**src/rtl/ahb_lcd_dma_if.sv**
```systemverilog
// AHB-lite master/slave signal bundle for the BRAM-to-LCD DMA engine.
// Signal names follow the AHB port names used by the DMA block.
`ifndef W_BURST
`define W_BURST 3
`endif

interface ahb_lcd_dma_if #(
    parameter int W_ADDR = 32,
    parameter int W_DATA = 32
);
    logic [W_ADDR-1:0]   o_HADDR;
    logic [W_DATA-1:0]   o_HWDATA;
    logic                o_HWRITE;
    logic [2:0]          o_HSIZE;
    logic [`W_BURST-1:0] o_HBURST;
    logic [1:0]          o_HTRANS;
    logic [W_DATA-1:0]   i_HRDATA;
    logic                i_HREADY;
    logic [1:0]          i_HRESP;

    modport master (
        output o_HADDR, o_HWDATA, o_HWRITE, o_HSIZE, o_HBURST, o_HTRANS,
        input  i_HRDATA, i_HREADY, i_HRESP
    );

    modport slave (
        input  o_HADDR, o_HWDATA, o_HWRITE, o_HSIZE, o_HBURST, o_HTRANS,
        output i_HRDATA, i_HREADY, i_HRESP
    );
endinterface

```
**src/rtl/ahb_lcd_dma.sv**
```systemverilog
// AHB-lite DMA master: copies n_words words from BRAM (src_base, +4, ...) to one LCD register.
// Define DMA_ERR_ABORT_EN to flag ERROR responses in err and abort the remaining words.
module ahb_lcd_dma #(
    parameter int W_ADDR = 32,
    parameter int W_DATA = 32,
    parameter int W_CNT  = 17
) (
    input  logic              HCLK,
    input  logic              HRESETn,
    input  logic              start,
    input  logic [W_ADDR-1:0] src_base,
    input  logic [W_ADDR-1:0] dst_addr,
    input  logic [W_CNT-1:0]  n_words,
    output logic              busy,
    output logic              done,
    output logic              err,
    ahb_lcd_dma_if.master     bus
);
    localparam logic [1:0] HTRANS_IDLE   = 2'b00;
    localparam logic [1:0] HTRANS_NONSEQ = 2'b10;

    typedef enum logic [2:0] {IDLE, RD_ADDR, RD_DATA, WR_ADDR, WR_DATA, DONE} state_t;

    state_t            state;
    logic [W_ADDR-1:0] src_q, dst_q, haddr_q;
    logic [W_CNT-1:0]  total_q, xfer_q;
    logic [W_DATA-1:0] data_q;
    logic [1:0]        htrans_q;
    logic              hwrite_q;
    logic              resp_err;
    logic [W_CNT-1:0]  xfer_next;
    logic [W_ADDR-1:0] src_next;

`ifdef DMA_ERR_ABORT_EN
    assign resp_err = (bus.i_HRESP == 2'b01);
`else
    logic unused_resp;
    assign unused_resp = ^bus.i_HRESP;
    assign resp_err    = 1'b0;
`endif

    // Source address wraps naturally at the W_ADDR boundary.
    assign xfer_next = xfer_q + W_CNT'(1);
    assign src_next  = src_q + W_ADDR'(4);

    assign bus.o_HADDR  = haddr_q;
    assign bus.o_HWDATA = data_q;
    assign bus.o_HWRITE = hwrite_q;
    assign bus.o_HTRANS = htrans_q;
    assign bus.o_HSIZE  = 3'b010;
    assign bus.o_HBURST = '0;

    // NOTE: all state is updated with non-blocking assignments so every register samples pre-edge values.
    always_ff @(posedge HCLK or negedge HRESETn) begin
        if (!HRESETn) begin
            state    <= IDLE;
            src_q    <= '0;
            dst_q    <= '0;
            total_q  <= '0;
            xfer_q   <= '0;
            data_q   <= '0;
            haddr_q  <= '0;
            htrans_q <= HTRANS_IDLE;
            hwrite_q <= 1'b0;
            busy     <= 1'b0;
            done     <= 1'b0;
            err      <= 1'b0;
        end else begin
            case (state)
                IDLE: begin
                    done <= 1'b0;
                    if (start) begin
                        err  <= 1'b0;
                        busy <= 1'b1;
                        if (n_words != '0) begin
                            src_q    <= src_base;
                            dst_q    <= dst_addr;
                            total_q  <= n_words;
                            xfer_q   <= '0;
                            haddr_q  <= src_base;
                            htrans_q <= HTRANS_NONSEQ;
                            hwrite_q <= 1'b0;
                            state    <= RD_ADDR;
                        end else begin
                            done  <= 1'b1;
                            state <= DONE;
                        end
                    end
                end
                RD_ADDR: begin
                    if (bus.i_HREADY) begin
                        htrans_q <= HTRANS_IDLE;
                        state    <= RD_DATA;
                    end
                end
                RD_DATA: begin
                    if (resp_err) err <= 1'b1;
                    if (bus.i_HREADY) begin
                        // An error seen in the wait cycle of a two-cycle ERROR still aborts.
                        if (resp_err || err) begin
                            done  <= 1'b1;
                            state <= DONE;
                        end else begin
                            data_q   <= bus.i_HRDATA;
                            haddr_q  <= dst_q;
                            hwrite_q <= 1'b1;
                            htrans_q <= HTRANS_NONSEQ;
                            state    <= WR_ADDR;
                        end
                    end
                end
                WR_ADDR: begin
                    if (bus.i_HREADY) begin
                        htrans_q <= HTRANS_IDLE;
                        state    <= WR_DATA;
                    end
                end
                WR_DATA: begin
                    if (resp_err) err <= 1'b1;
                    if (bus.i_HREADY) begin
                        xfer_q   <= xfer_next;
                        src_q    <= src_next;
                        hwrite_q <= 1'b0;
                        if (xfer_next == total_q || resp_err || err) begin
                            done  <= 1'b1;
                            state <= DONE;
                        end else begin
                            haddr_q  <= src_next;
                            htrans_q <= HTRANS_NONSEQ;
                            state    <= RD_ADDR;
                        end
                    end
                end
                DONE: begin
                    done  <= 1'b0;
                    busy  <= 1'b0;
                    state <= IDLE;
                end
                default: state <= IDLE;
            endcase
        end
    end
endmodule

```
**src/flat_wrapper.sv**
```systemverilog
// flat-port wrapper written by rule: the top's interface ports become plain ports
module ahb_lcd_dma_flat 
#(
    parameter int W_ADDR = 32,
    parameter int W_DATA = 32,
    parameter int W_CNT  = 17
)
  (HCLK, HRESETn, start, src_base, dst_addr, n_words, busy, done, err, bus_o_HADDR, bus_o_HWDATA, bus_o_HWRITE, bus_o_HSIZE, bus_o_HBURST, bus_o_HTRANS, bus_i_HRDATA, bus_i_HREADY, bus_i_HRESP);
  ahb_lcd_dma_if #(.W_ADDR(W_ADDR), .W_DATA(W_DATA)) bus_i ();
  input  logic HCLK;
  input  logic HRESETn;
  input  logic start;
  input  logic [W_ADDR-1:0] src_base;
  input  logic [W_ADDR-1:0] dst_addr;
  input  logic [W_CNT-1:0] n_words;
  output logic busy;
  output logic done;
  output logic err;
  output wire logic [$bits(bus_i.o_HADDR)-1:0] bus_o_HADDR;
  output wire logic [$bits(bus_i.o_HWDATA)-1:0] bus_o_HWDATA;
  output wire logic [$bits(bus_i.o_HWRITE)-1:0] bus_o_HWRITE;
  output wire logic [$bits(bus_i.o_HSIZE)-1:0] bus_o_HSIZE;
  output wire logic [$bits(bus_i.o_HBURST)-1:0] bus_o_HBURST;
  output wire logic [$bits(bus_i.o_HTRANS)-1:0] bus_o_HTRANS;
  input wire logic [$bits(bus_i.i_HRDATA)-1:0] bus_i_HRDATA;
  input wire logic [$bits(bus_i.i_HREADY)-1:0] bus_i_HREADY;
  input wire logic [$bits(bus_i.i_HRESP)-1:0] bus_i_HRESP;
  assign bus_o_HADDR = bus_i.o_HADDR;
  assign bus_o_HWDATA = bus_i.o_HWDATA;
  assign bus_o_HWRITE = bus_i.o_HWRITE;
  assign bus_o_HSIZE = bus_i.o_HSIZE;
  assign bus_o_HBURST = bus_i.o_HBURST;
  assign bus_o_HTRANS = bus_i.o_HTRANS;
  assign bus_i.i_HRDATA = bus_i_HRDATA;
  assign bus_i.i_HREADY = bus_i_HREADY;
  assign bus_i.i_HRESP = bus_i_HRESP;
  ahb_lcd_dma #(.W_ADDR(W_ADDR), .W_DATA(W_DATA), .W_CNT(W_CNT)) u_core (.HCLK(HCLK), .HRESETn(HRESETn), .start(start), .src_base(src_base), .dst_addr(dst_addr), .n_words(n_words), .busy(busy), .done(done), .err(err), .bus(bus_i));
endmodule
```
**config.mk**
```make
export PLATFORM = sky130hd
export DESIGN_NAME = ahb_lcd_dma_flat
export DESIGN_NICKNAME = d
export VERILOG_FILES = /design/src/rtl/ahb_lcd_dma_if.sv /design/src/rtl/ahb_lcd_dma.sv /design/src/flat_wrapper.sv
export SDC_FILE = /design/constraint.sdc
export NUM_CORES = 1
export LEC_CHECK = 0
export CAP_MARGIN = 20
export CORE_ASPECT_RATIO = 0.9
export CORE_UTILIZATION = 52
export DETAILED_ROUTE_END_ITERATION = 6
export GPL_ROUTABILITY_DRIVEN = 0
export HOLD_SLACK_MARGIN = 0.05
export PLACE_DENSITY_LB_ADDON = 0.12
export SYNTH_ARGS = -nofsm -noshare
export SYNTH_HDL_FRONTEND = slang
export SYNTH_SLANG_ARGS = --single-unit
```
**constraint.sdc**
```tcl
create_clock -name HCLK -period 5.77 [get_ports HCLK]
set_input_delay 1.154 -clock HCLK [delete_from_list [all_inputs] [get_ports HCLK]]
set_output_delay 1.154 -clock HCLK [all_outputs]
set_load 0.05 [all_outputs]
```
== Yosys cells after proc, flatten, opt, wreduce, memory -nomap -nowiden ==
Index checks and enable logic that the tools add are counted.

* Bits in registers: 170
* Input bits: 119
* Output and inout port bits: 76
* Logic and storage cells: 85

* $add $sub $neg: 2
* Eq/ne operators: 15
* Mux-type cells: 39
* Bitwise logic cells: 1
* Reduce and logical (&&, ||, !) cells: 17

{| class="wikitable"
|+ Operator list
! operator !! count
|-
| 32-bit 2-to-1 mux || 6
|-
| 32-bit one-hot mux with 3 select lines || 1
|-
| 32-bit one-hot mux with 2 select lines || 1
|-
| 17-bit 2-to-1 mux || 3
|-
| 17-bit one-hot mux with 2 select lines || 1
|-
| 32-bit by 3-bit adder with 32-bit output, second input constant || 1
|-
| 3-bit 2-to-1 mux || 7
|-
| 17-bit by 1-bit adder with 17-bit output, second input constant || 1
|-
| 17-bit == test || 1
|-
| 17-bit nonzero test || 1
|-
| 3-bit one-hot mux with 5 select lines || 1
|-
| 5-bit AND reduction || 3
|-
| 2-bit 2-to-1 mux || 6
|-
| 2-bit != test, second input constant || 6
|-
| 1-bit 2-to-1 mux || 9
|-
| 2-bit one-hot mux with 4 select lines || 1
|-
| 4-bit nonzero test || 2
|-
| 7-bit AND reduction || 1
|-
| 3-bit by 2-bit == test with 1-bit output, second input constant || 2
|-
| 3-bit == test, second input constant || 2
|-
| 2-bit by 1-bit != test with 1-bit output, second input constant || 3
|-
| 1-bit one-hot mux with 3 select lines || 2
|-
| 6-bit AND reduction || 1
|-
| 2-bit AND reduction || 2
|-
| other kinds (9) || 10
|}

== Depth between registers and ports, before layout ==
* Depth in word-level cells: 5
* Depth in mapped cells: 10

== Worst setup path before layout ==
Ideal clock, no wire load.

* Path kind: input port to flip-flop
* From: input n_words[1]
* To: register u_core.src_q[4]
* Library setup time: 0.137 ns
* Data arrival time: 2.955 ns
* Data required time: 5.633 ns
* Setup slack: 2.678 ns
* Cell stages on the path: 9
* Buffers on the path: 2
* Path through: nor4_1 > nand4_1 > o2111ai_1 > and2_1 > clkbuf_1 > clkbuf_1 > nor2_1 > nor2_1 > a21oi_1

* Cells in the longest elaborated chain, start to end: 3

{| class="wikitable"
|+ Ends and longest elaborated chain
! element !! line !! RTL
|-
| from (decl) || flat_wrapper.sv:15 || <nowiki>input logic [W_CNT-1:0] n_words;</nowiki>
|-
| 17-bit nonzero test || ahb_lcd_dma.sv:75 || <nowiki>if (n_words != '0) begin</nowiki>
|-
| 2-bit by 1-bit != test with 1-bit output (no line) || n/a ||
|-
| 4-bit AND reduction (no line) || n/a ||
|-
| to (signal assigned) || ahb_lcd_dma.sv:76 || <nowiki>src_q <= src_base;</nowiki>
|-
| to (signal assigned) || ahb_lcd_dma.sv:122 || <nowiki>src_q <= src_next;</nowiki>
|-
| to (decl) || ahb_lcd_dma.sv:25 || <nowiki>logic [W_ADDR-1:0] src_q, dst_q, haddr_q;</nowiki>
|}

Every way passes these cells.
A chain may end at the register's enable or synchronous reset.

== Worst setup path after layout ==
* From: input n_words[0]
* To: register u_core.haddr_q[3] (netlist: u_core.bus.o_HADDR[3])

* Cells in the longest elaborated chain, start to end: 3

{| class="wikitable"
|+ Ends and longest elaborated chain
! element !! line !! RTL
|-
| 17-bit nonzero test || ahb_lcd_dma.sv:75 ||
|-
| 2-bit by 1-bit != test with 1-bit output (no line) || n/a ||
|-
| 6-bit AND reduction (no line) || n/a ||
|-
| to (signal assigned) || ahb_lcd_dma.sv:80 || <nowiki>haddr_q <= src_base;</nowiki>
|-
| to (signal assigned) || ahb_lcd_dma.sv:105 || <nowiki>haddr_q <= dst_q;</nowiki>
|-
| to (signal assigned) || ahb_lcd_dma.sv:128 || <nowiki>haddr_q <= src_next;</nowiki>
|-
| to (decl) || ahb_lcd_dma.sv:25 ||
|}

Every way passes these cells.

==> results.json <==
{
  "final_util_pct": 68.2,
  "holdWs_ps": 506,
  "setup_viol": 0,
  "portBuffers": 184,
  "syn_inst": 857,
  "hpwl_mm": 15.0,
  "antenna_found_initial": 0,
  "tns_ps": 0,
  "ys_ff_latch": 169,
  "max_clock_freq_mhz": 271,
  "post_cts_resized": 0,
  "grt_max_degree": 115,
  "ir_worst_vdd_mv": 0.449,
  "startpoint_type": "input pin",
  "cts-root-buf": "clkbuf_16",
  "cts_tree": "yes",
  "drt-initial-drc-count": 556,
  "crit_chain": "clkdlybuf4s50_1 -> nor4_1 -> nand4_1 -> o21ai_0 -> a21o_1 -> a21oi_1 -> o41ai_4 -> buf_4 -> mux2_2",
  "die_w_microns": 141,
  "post-synth-top-count-cell": "dfrtp_1",
  "fin_crit_sh_pct": 64.0,
  "routed_via_density": 5.82,
  "cpMaxStageDelayCell": "buf_4",
  "path_class": "in -> reg",
  "place_inst": 1201,
  "hp-start": "u_core.bus.o_HADDR[4]$_DFFE_PN0P_",
  "die_area_sq_um": 17800,
  "synth_area_leaders": "dfrtp_1 47%, mux2_2 11%, mux2_4 5.0%",
  "async_flop_share_pct": 100,
  "finalClockSkew_ps": 16.5,
  "rows": 45,
  "fp.coreArea_sq_um": 16900,
  "grt-ovfl-total": 0,
  "worst_pin_slew_ps": 1140,
  "synth_top_family_by_area": "multiplexers",
  "grtUsageTotal_pct": 25.9,
  "min_period_ps": 3690,
  "io_pins": 195,
  "cp_top_family": "buffers and inverters",
  "hold_class": "reg -> reg",
  "cts_buffer_depth": 2,
  "synthAdderAreaFrac_pct": 0.278,
  "netlist_area_sq_um": 9000,
  "clkTransAtPathRegs_ps": 70,
  "worst_slack_ps": 2080,
  "layout.nets": 1130,
  "post-cts-setup-buffers": 0,
  "fin_cells": 1233,
  "crit_arrival_ps": 4010,
  "cts_buffers": 17,
  "p_leak_nw": 4.74,
  "antenna_cells": 0,
  "drt-total-wl_mm": 22.2,
  "yosys.area_share.simple_pct": 12.6,
  "grt_pass1_vias": 7177,
  "synth-compound-area-share_pct": 15.0,
  "crit_required_ps": 6090,
  "area_growth_pct": 28.1,
  "slew_violations": 0,
  "status": "finished clean",
  "rsz0062_at_grt": "no",
  "die-height_microns": 127,
  "ys.flop_type": "dfrtp_1",
  "clk_latency_ps": 430,
  "yosys.area.top_type": "dfrtp_1",
  "ant_nets": 0,
  "cp-startpoint": "n_words[0]",
  "fin_area_sq_um": 11500,
  "max_stage_delay_ps": 590,
  "dr.pass1.iters": 5,
  "place_area_sq_um": 10900,
  "synth.avg_cell_area_sq_um": 10.5,
  "cts.sinks": 169,
  "final_layout_size_suffix_gt1_share_pct": 17.2,
  "r2r_start": "u_core.xfer_q[0]$_DFFE_PN0P_",
  "max_cap_violations": 0,
  "finalPower_mw": 6.71,
  "yosys-top-cells-count": "169 x dfrtp_1, 86 x mux2_2, 61 x o21ai_0",
  "yosysSeqAreaShare_pct": 47.0,
  "synth_xor_area_share_pct": 4.77,
  "vias": 7180,
  "pwr_density_cell_nw_per_um2": 582,
  "start_util_pct": 53.3,
  "post-place-ws_ps": 1640,
  "muxShareOfSynthArea_pct": 16.1,
  "synth_edf_count": 0,
  "ys_types": 62,
  "drc_errors": 0,
  "cts_hold_buffers": 0,
  "grt_pass1_wl_mm": 36.6,
  "wl_per_cell_microns": 18.0,
  "relSlewSlack_pct": 23.7,
  "yosysTopAreaCellShare_pct": 47.0,
  "yosysWarningCount": 0,
  "hold_viol_final": 0,
  "cts_max_level": 4,
  "worst_setup_path_end_kind": "register",
  "cp_max_fo": 32,
  "cp_num_buf_inv": 2
}
-- report_power, final --
part | leakage (nW) | internal, mW | switching [mW] | total, mW
Combinational | 2.43 | 1.47 | 1.90 | 3.37
Sequential | 2.03 | 1.73 | 0.446 | 2.18
Clock | 0.280 | 0.648 | 0.511 | 1.16
Total | 4.74 | 3.85 | 2.86 | 6.71
-- worst reg2reg max path, stage by stage, from the launching register on --
cell	delay [ps]
dfrtp_1	480
ha_1	320
nand3_4	160
nor4_4	470
xnor2_1	180
nor4_2	270
nand4_2	220
o41ai_4	400
buf_4	590
mux2_2	410
-- worst paths after layout --
check                                                     to  slack (ps)  cells past startpoint
max in group asynchronous      u_core.xfer_q[10]$_DFFE_PN0P_        4100                      2
min                        u_core.bus.o_HADDR[4]$_DFFE_PN0P_         510                      1
max reg2reg                u_core.bus.o_HADDR[3]$_DFFE_PN0P_        2180                      9
max                        u_core.bus.o_HADDR[3]$_DFFE_PN0P_        2080                      9
min reg2reg                u_core.bus.o_HADDR[4]$_DFFE_PN0P_         510                      1
min in group asynchronous     u_core.total_q[12]$_DFFE_PN0P_         670                      1
-- sequential cells by signal, summed over array words and instances (netlist names) --
signal and flops:
u_core.src_q 32, u_core.bus.o_HADDR 32, u_core.bus.o_HWDATA 32, u_core.dst_q 32
u_core.busy 1, u_core.xfer_q 17, u_core.total_q 17, u_core.bus.o_HWRITE 1
u_core.state 3, u_core.bus.o_HTRANS 1, u_core.done 1
-- logic make-up after synthesis --
group,count (synthesis)
adder cells (fa/ha/maj),2
XOR/XNOR,49
multiplexers,119
AO/OA/AOI/OAI,213
AND/OR/NAND/NOR,224
other,2
buffers and inverters,79
flip-flops,169
-- cells in the final DEF (no fill, tap or decap), types with 4 or more instances in the layout --
| cell | count |
|---|---|
| o21ai_0 | 61 |
| a221o_1 | 5 |
| nor4_1 | 8 |
| inv_1 | 10 |
| nand2b_1 | 4 |
| and3_1 | 13 |
| or3_1 | 5 |
| nor3_1 | 11 |
| o31ai_1 | 9 |
| a21o_1 | 5 |
| a22o_1 | 6 |
| nand3_1 | 24 |
| mux2_4 | 30 |
| nand4_1 | 17 |
| a21oi_1 | 55 |
| xor2_1 | 25 |
| nor2_1 | 55 |
| a31oi_1 | 5 |
| o22ai_1 | 15 |
| clkdlybuf4s50_1 | 183 |
| mux2_2 | 86 |
| and2_1 | 6 |
| xnor2_1 | 24 |
| conb_1 | 8 |
| nand2_1 | 58 |
| buf_4 | 10 |
| clkbuf_16 | 17 |
| inv_6 | 5 |
| dfrtp_1 | 169 |
| a22oi_1 | 27 |
-- routing by layer --
layer	global-route usage [%]	routed length, microns	vias to the layer above
li1	-	-	3404
met1	35.0	10200	3509
met2	39.9	9990	243
met3	8.34	1770	24
met5	0	0	-
met4	7.74	290	0
-- area by class of cell --
| class | count | area (sq um) |
|---|---|---|
| clock buffers | 18 | 429 |
| clock inverters | 14 | 160 |
| fillers | 1315 | 5370 |
| inverters | 10 | 37.5 |
| multi-input cells | 615 | 4450 |
| flip-flops and latches | 169 | 4230 |
| well taps | 211 | 264 |
| repair buffers | 196 | 1960 |
Note: power is estimated with default switching activity, not from simulation.
